## src/rtl/dac_pkg.sv

```systemverilog
// rtl/dac_pkg.sv - shared types and constants for the DAC command scheduler
package dac_pkg;

  localparam int FRAME_W  = 24;
  localparam int SAMPLE_W = 16;

  localparam logic [3:0] CMD_WRITE_UPDATE = 4'h3;
  localparam logic [3:0] DAC_ADDR_A       = 4'h0;
  localparam logic [3:0] DAC_ADDR_B       = 4'h1;

  typedef enum logic [2:0] {
    ST_INIT,
    ST_IDLE,
    ST_WAIT_ACK,
    ST_WAIT_DONE,
    ST_GAP
  } state_t;

  typedef enum logic {
    CH_A = 1'b0,
    CH_B = 1'b1
  } chan_t;

  function automatic logic [FRAME_W-1:0] make_frame(
    input logic [3:0]          cmd,
    input logic [3:0]          addr,
    input logic [SAMPLE_W-1:0] sample
  );
    return {cmd, addr, sample};
  endfunction

endpackage

```

## src/rtl/dac_channel_latch.sv

```systemverilog
// rtl/dac_channel_latch.sv - per-channel sample holding register with pending and overrun flags
module dac_channel_latch
  import dac_pkg::*;
(
  input  logic                clk_i,
  input  logic                rst_ni,
  input  logic [SAMPLE_W-1:0] sample_i,
  input  logic                valid_i,
  input  logic                grant_clr_i,
  input  logic                ovr_clr_i,
  output logic [SAMPLE_W-1:0] sample_o,
  output logic                pending_o,
  output logic                overrun_o
);

  logic [SAMPLE_W-1:0] sample_q, sample_d;
  logic                pending_q, pending_d;
  logic                overrun_q, overrun_d;
  logic                ovr_event;

  // A strobe landing on the grant cycle refills the slot rather than losing a sample.
  assign ovr_event = valid_i && pending_q && !grant_clr_i;

  always_comb begin
    sample_d  = sample_q;
    pending_d = pending_q;
    overrun_d = overrun_q;
    if (valid_i) begin
      sample_d  = sample_i;
      pending_d = 1'b1;
    end else if (grant_clr_i) begin
      pending_d = 1'b0;
    end
    if (ovr_event) begin
      overrun_d = 1'b1;
    end else if (ovr_clr_i) begin
      overrun_d = 1'b0;
    end
  end

  always_ff @(posedge clk_i or negedge rst_ni) begin
    if (!rst_ni) begin
      sample_q  <= '0;
      pending_q <= 1'b0;
      overrun_q <= 1'b0;
    end else begin
      sample_q  <= sample_d;
      pending_q <= pending_d;
      overrun_q <= overrun_d;
    end
  end

  assign sample_o  = sample_q;
  assign pending_o = pending_q;
  assign overrun_o = overrun_q;

endmodule

```

## src/rtl/dac_scheduler.sv

```systemverilog
// rtl/dac_scheduler.sv - sends the init word, then arbitrates channel A/B samples into
// DAC write frames for the SPI serializer with retry and inter-frame gap.
module dac_scheduler
  import dac_pkg::*;
#(
  parameter logic [FRAME_W-1:0] INIT_WORD   = 24'h380001,
  parameter logic [3:0]         CMD_WRITE   = CMD_WRITE_UPDATE,
  parameter logic [3:0]         ADDR_A      = DAC_ADDR_A,
  parameter logic [3:0]         ADDR_B      = DAC_ADDR_B,
  parameter int                 GAP_CYCLES  = 24,
  parameter int                 ACK_TIMEOUT = 8
) (
  input  logic                clock_in,
  input  logic                reset_n,
  input  logic [SAMPLE_W-1:0] sample_a,
  input  logic                sample_a_valid,
  input  logic [SAMPLE_W-1:0] sample_b,
  input  logic                sample_b_valid,
  input  logic                dac_cs,
  output logic                dac_send,
  output logic [FRAME_W-1:0]  dac_data,
  output logic                busy,
  output logic                init_done,
  output logic [1:0]          overrun,
  input  logic                overrun_clr
);

  localparam int GW = $clog2(GAP_CYCLES + 1);
  localparam int TW = $clog2(ACK_TIMEOUT + 1);

  state_t               state_q, state_d;
  chan_t                last_grant_q, last_grant_d;
  logic                 send_q, send_d;
  logic [FRAME_W-1:0]   data_q, data_d;
  logic                 busy_q, busy_d;
  logic                 init_done_q, init_done_d;
  logic                 init_frame_q, init_frame_d;
  logic                 fire_q, fire_d;
  logic [TW-1:0]        timer_q, timer_d;
  logic [GW-1:0]        gap_q, gap_d;

  logic                 grant_a, grant_b;
  logic [SAMPLE_W-1:0]  held_a, held_b;
  logic                 pend_a, pend_b;
  logic                 ovr_a, ovr_b;

  dac_channel_latch u_latch_a (
    .clk_i       (clock_in),
    .rst_ni      (reset_n),
    .sample_i    (sample_a),
    .valid_i     (sample_a_valid),
    .grant_clr_i (grant_a),
    .ovr_clr_i   (overrun_clr),
    .sample_o    (held_a),
    .pending_o   (pend_a),
    .overrun_o   (ovr_a)
  );

  dac_channel_latch u_latch_b (
    .clk_i       (clock_in),
    .rst_ni      (reset_n),
    .sample_i    (sample_b),
    .valid_i     (sample_b_valid),
    .grant_clr_i (grant_b),
    .ovr_clr_i   (overrun_clr),
    .sample_o    (held_b),
    .pending_o   (pend_b),
    .overrun_o   (ovr_b)
  );

  always_comb begin
    state_d      = state_q;
    last_grant_d = last_grant_q;
    send_d       = 1'b0;
    data_d       = data_q;
    init_done_d  = init_done_q;
    init_frame_d = init_frame_q;
    fire_d       = 1'b0;
    timer_d      = timer_q;
    gap_d        = gap_q;
    grant_a      = 1'b0;
    grant_b      = 1'b0;

    case (state_q)
      ST_INIT: begin
        data_d       = INIT_WORD;
        send_d       = 1'b1;
        timer_d      = '0;
        init_frame_d = 1'b1;
        state_d      = ST_WAIT_ACK;
      end

      ST_IDLE: begin
        if (pend_a || pend_b) begin
          if (pend_a && (!pend_b || last_grant_q == CH_B)) begin
            grant_a      = 1'b1;
            last_grant_d = CH_A;
            data_d       = make_frame(CMD_WRITE, ADDR_A, held_a);
          end else begin
            grant_b      = 1'b1;
            last_grant_d = CH_B;
            data_d       = make_frame(CMD_WRITE, ADDR_B, held_b);
          end
          // Data settles this cycle; the send pulse follows from WAIT_ACK.
          fire_d       = 1'b1;
          timer_d      = '0;
          init_frame_d = 1'b0;
          state_d      = ST_WAIT_ACK;
        end
      end

      ST_WAIT_ACK: begin
        if (fire_q) begin
          send_d  = 1'b1;
          timer_d = '0;
        end else if (!dac_cs) begin
          state_d = ST_WAIT_DONE;
        end else if (timer_q == TW'(ACK_TIMEOUT - 1)) begin
          send_d  = 1'b1;
          timer_d = '0;
        end else begin
          timer_d = timer_q + TW'(1);
        end
      end

      ST_WAIT_DONE: begin
        if (dac_cs) begin
          gap_d   = GW'(GAP_CYCLES);
          state_d = ST_GAP;
          if (init_frame_q) begin
            init_done_d = 1'b1;
          end
        end
      end

      ST_GAP: begin
        gap_d = gap_q - GW'(1);
        if (gap_q <= GW'(1)) begin
          state_d = ST_IDLE;
        end
      end

      default: begin
        state_d = ST_INIT;
      end
    endcase

    busy_d = (state_d != ST_IDLE);
  end

  always_ff @(posedge clock_in or negedge reset_n) begin
    if (!reset_n) begin
      state_q      <= ST_INIT;
      last_grant_q <= CH_B;
      send_q       <= 1'b0;
      data_q       <= '0;
      busy_q       <= 1'b1;
      init_done_q  <= 1'b0;
      init_frame_q <= 1'b0;
      fire_q       <= 1'b0;
      timer_q      <= '0;
      gap_q        <= '0;
    end else begin
      state_q      <= state_d;
      last_grant_q <= last_grant_d;
      send_q       <= send_d;
      data_q       <= data_d;
      busy_q       <= busy_d;
      init_done_q  <= init_done_d;
      init_frame_q <= init_frame_d;
      fire_q       <= fire_d;
      timer_q      <= timer_d;
      gap_q        <= gap_d;
    end
  end

  assign dac_send  = send_q;
  assign dac_data  = data_q;
  assign busy      = busy_q;
  assign init_done = init_done_q;
  assign overrun   = {ovr_b, ovr_a};

endmodule

```

## config.mk

```make
export PLATFORM = sky130hd
export DESIGN_NAME = dac_scheduler
export DESIGN_NICKNAME = d
export VERILOG_FILES = /design/src/rtl/dac_pkg.sv /design/src/rtl/dac_channel_latch.sv /design/src/rtl/dac_scheduler.sv
export SDC_FILE = /design/constraint.sdc
export NUM_CORES = 1
export LEC_CHECK = 0
export ABC_CLOCK_PERIOD_IN_PS = 1750
export CORE_MARGIN = 4
export CORE_UTILIZATION = 40
export CTS_CLUSTER_DIAMETER = 150
export DETAILED_ROUTE_END_ITERATION = 7
export PLACE_DENSITY = 0.65
export SETUP_SLACK_MARGIN = 0.15
export SYNTH_ARGS = -nofsm -noshare
export SYNTH_HDL_FRONTEND = slang
export SYNTH_SLANG_ARGS = --single-unit
```

## constraint.sdc

```tcl
create_clock -name clock_in -period 1.75 [get_ports clock_in]
set_input_delay 0.4375 -clock clock_in [delete_from_list [all_inputs] [get_ports clock_in]]
set_output_delay 0.4375 -clock clock_in [all_outputs]
set_load 0.05 [all_outputs]
```

==> results.json <==
{
  "mostFrequentLayoutCell": "dfrtp_1",
  "vias": 2131,
  "required_ns": 1.99,
  "syn_area_um2": 3150,
  "fin_crit_sh_pct": 88.7,
  "max_clock_freq_mhz": 644,
  "grt_pass1_vias": 2278,
  "synth_edf_count": 0,
  "rsz0062_at_grt": "true",
  "cp_max_fo": 13,
  "max_stage_delay_ns": 0.43,
  "ff2ff_setup_slack_ns": 0.20,
  "p_leak_nw": 1.83,
  "reg2regPathDepth": 4,
  "dp_hpwl_um": 4620,
  "worst_hold_path.endpoint": "init_done",
  "place_inst": 403,
  "crit_chain": "or2_1 > a21o_1 > buf_4 > a221o_1",
  "dieArea_um2": 9350,
  "synthDominantCellAreaShare_pct": 55.6,
  "initial_core_util_pct": 41.0,
  "worstHoldStart": "init_done",
  "clockBufferDepth": 2,
  "drt_first_pass_iters": 4,
  "yosys.area.top_type": "dfrtp_1",
  "numCtsBuffers": 9,
  "synthDistinctLibCells": 47,
  "cts_num_sinks": 72,
  "worst_hold_path.num_cells": 1,
  "vias_per_cell": 5.01,
  "setup_viol_count_final": 0,
  "start_kind": "register",
  "drive_gt1_share_pct": 34.1,
  "r2r-start": "state_q[1]",
  "grt_max_degree": 29,
  "synth-main-ff-cell": "dfrtp_1",
  "syn_inst": 240,
  "clk_latency_ns": 0.35,
  "port_buffers": 62,
  "cts.clk_slew.worst_paths_ns": 0.09,
  "avgSynthCellArea_um2": 13.1,
  "tns_ns": 0,
  "p_total_w": 0.00579,
  "clockRootBuffer": "clkbuf_8",
  "place_congestion": 0.778,
  "critical_path_arrival_ns": 1.79,
  "die_w_um": 96.7,
  "cts_tree": "yes",
  "worst_ir_drop_vdd_mv": 0.703,
  "drc": 0,
  "grt.overflow.total": 0,
  "wl_per_cell_um": 15.6,
  "setup_slack_ns": 0.197,
  "cpMaxStageDelayCell": "dfrtp_2",
  "grt_use_total_pct": 14.9,
  "fin_skew_ns": 0.00534,
  "drtIter0Drc": 121,
  "worstSetupPathType": "reg2reg",
  "antenna_found_initial": 0,
  "grt_pass1_wl_um": 11200,
  "nets": 359,
  "ys_top_cells_by_area": "dfrtp_1, mux2_2, a221o_1",
  "seq_area_frac_synth_pct": 57.3,
  "maxCapViolCount": 0,
  "dp_slack_ns": 0.109,
  "run_status": "finished clean",
  "maxSlewViolCount": 0,
  "synth-seq-cells": 72,
  "ios": 67,
  "reg2reg_to": "dac_data[14]",
  "hold_viol": 0,
  "htreeDepth": 3,
  "hold_path_class": "reg2reg",
  "drt_wl_total_um": 6610,
  "cp-end-kind": "register",
  "power_density_nw_per_um2": 1400,
  "fin_crit_ns": 1.55,
  "detail-route-antenna-nets": 0,
  "ys_async_sr_fraction_pct": 100,
  "diodes": 0,
  "yosys_warnings": 0,
  "die_h_um": 96.7,
  "final_util_pct": 53.9,
  "stdcell_count": 425,
  "final_cell_mix": "dfrtp_1, buf_4, clkdlybuf4s50_1",
  "rows": 32,
  "syn_to_final_growth_pct": 31.7,
  "core_um2": 7690
}
## state kept, by name, indices dropped and copies added (netlist names), 3 cells and up
name                count
dac_data               19
gap_q                   5
state_q                 3
timer_q                 4
u_latch_a.sample_o     16
u_latch_b.sample_o     16
## metal layers
metal / track usage [%] / wire, um / vias up / part of all wire (%)
met5: 0 / 0 / - / 0
met4: 7.02 / 129 / 0 / 2.0
met3: 4.61 / 402 / 11 / 6.1
met2: 23.7 / 3120 / 57 / 47
met1: 18.5 / 2960 / 1057 / 45
li1: - / - / 1006 / -
## logic make-up after synthesis
logic type | count (synthesis) | share of synthesized area (%)
flip-flops | 72 | 57.3
AND/OR/NAND/NOR | 51 | 9.78
AO/OA/AOI/OAI | 44 | 11.8
multiplexers | 37 | 13.1
buffers and inverters | 29 | 5.88
adder cells (fa/ha/maj) | 3 | 1.19
XOR/XNOR | 3 | 0.835
other | 1 | 0.119
## final cells by class
type | instances | area, um^2
Timing Repair Buffer | 84 | 790
Multi-Input combinational cell | 142 | 1180
Tap cell | 102 | 128
Inverter | 9 | 33.8
Sequential cell | 72 | 1810
Clock buffer | 9 | 124
Fill cell | 683 | 3540
Clock inverter | 7 | 78.8
## where the power goes
group          switching (W)  internal, W
clock network       0.000690     0.000673
logic                0.00120     0.000948
registers           0.000264      0.00202
total                0.00215      0.00364
## timing repair
item                                    CTS  global route
setup buffers                             2             3
hold endpoints to repair                 22             0
hold buffers                              1             0
gates cloned                              0             0
pin swaps                                 0             3
gates resized for setup                   1             6
endpoints found under the setup margin   11            17
## worst max-delay path by stage
stage,startpoint,end,slack [ns],cells after the start
2_1_floorplan,state_q[1],dac_data[2],0.22,5
5_1_grt,state_q[1],dac_data[14],0.15,4
6_report,state_q[1],dac_data[14],0.20,4
3_3_place_gp,state_q[0],dac_data[7],0.12,5
3_5_place_dp,state_q[0],dac_data[7],0.11,5
4_1_cts,state_q[2],dac_data[7],0.17,6
## through the flow
| step | hold slack (ns) | area (um^2) |
|---|---|---|
| 3_5_place_dp | 0.377 | 3860 |
| 2_1_floorplan | 0.142 | 3160 |
| 4_1_cts | 0.474 | 4100 |
| 5_1_grt | 0.500 | 4150 |
| 6_report | 0.467 | 4150 |
| 3_3_place_gp | 0.375 | 3860 |
## cell usage after synthesis (all sizes together) (3+ instances only)
library cell and count:
a21oi 3, o21ai 6, dfrtp 70, o211ai 4, a21o 6, inv 9
ha 3, and2 14, buf 19, mux2i 3, a221o 14, nor2 8
nand3 4, mux2 34, nand2 6
## worst max-delay path: cells and delay by family, from the launching register on
kind | cells | cell delay (ns)
buffers and inverters | 1 | 0.19
AOI/OAI and AO/OA | 2 | 0.54
and+or+nand+nor | 1 | 0.28
DFF | 1 | 0.43
Power figures use the tool's default switching activity.
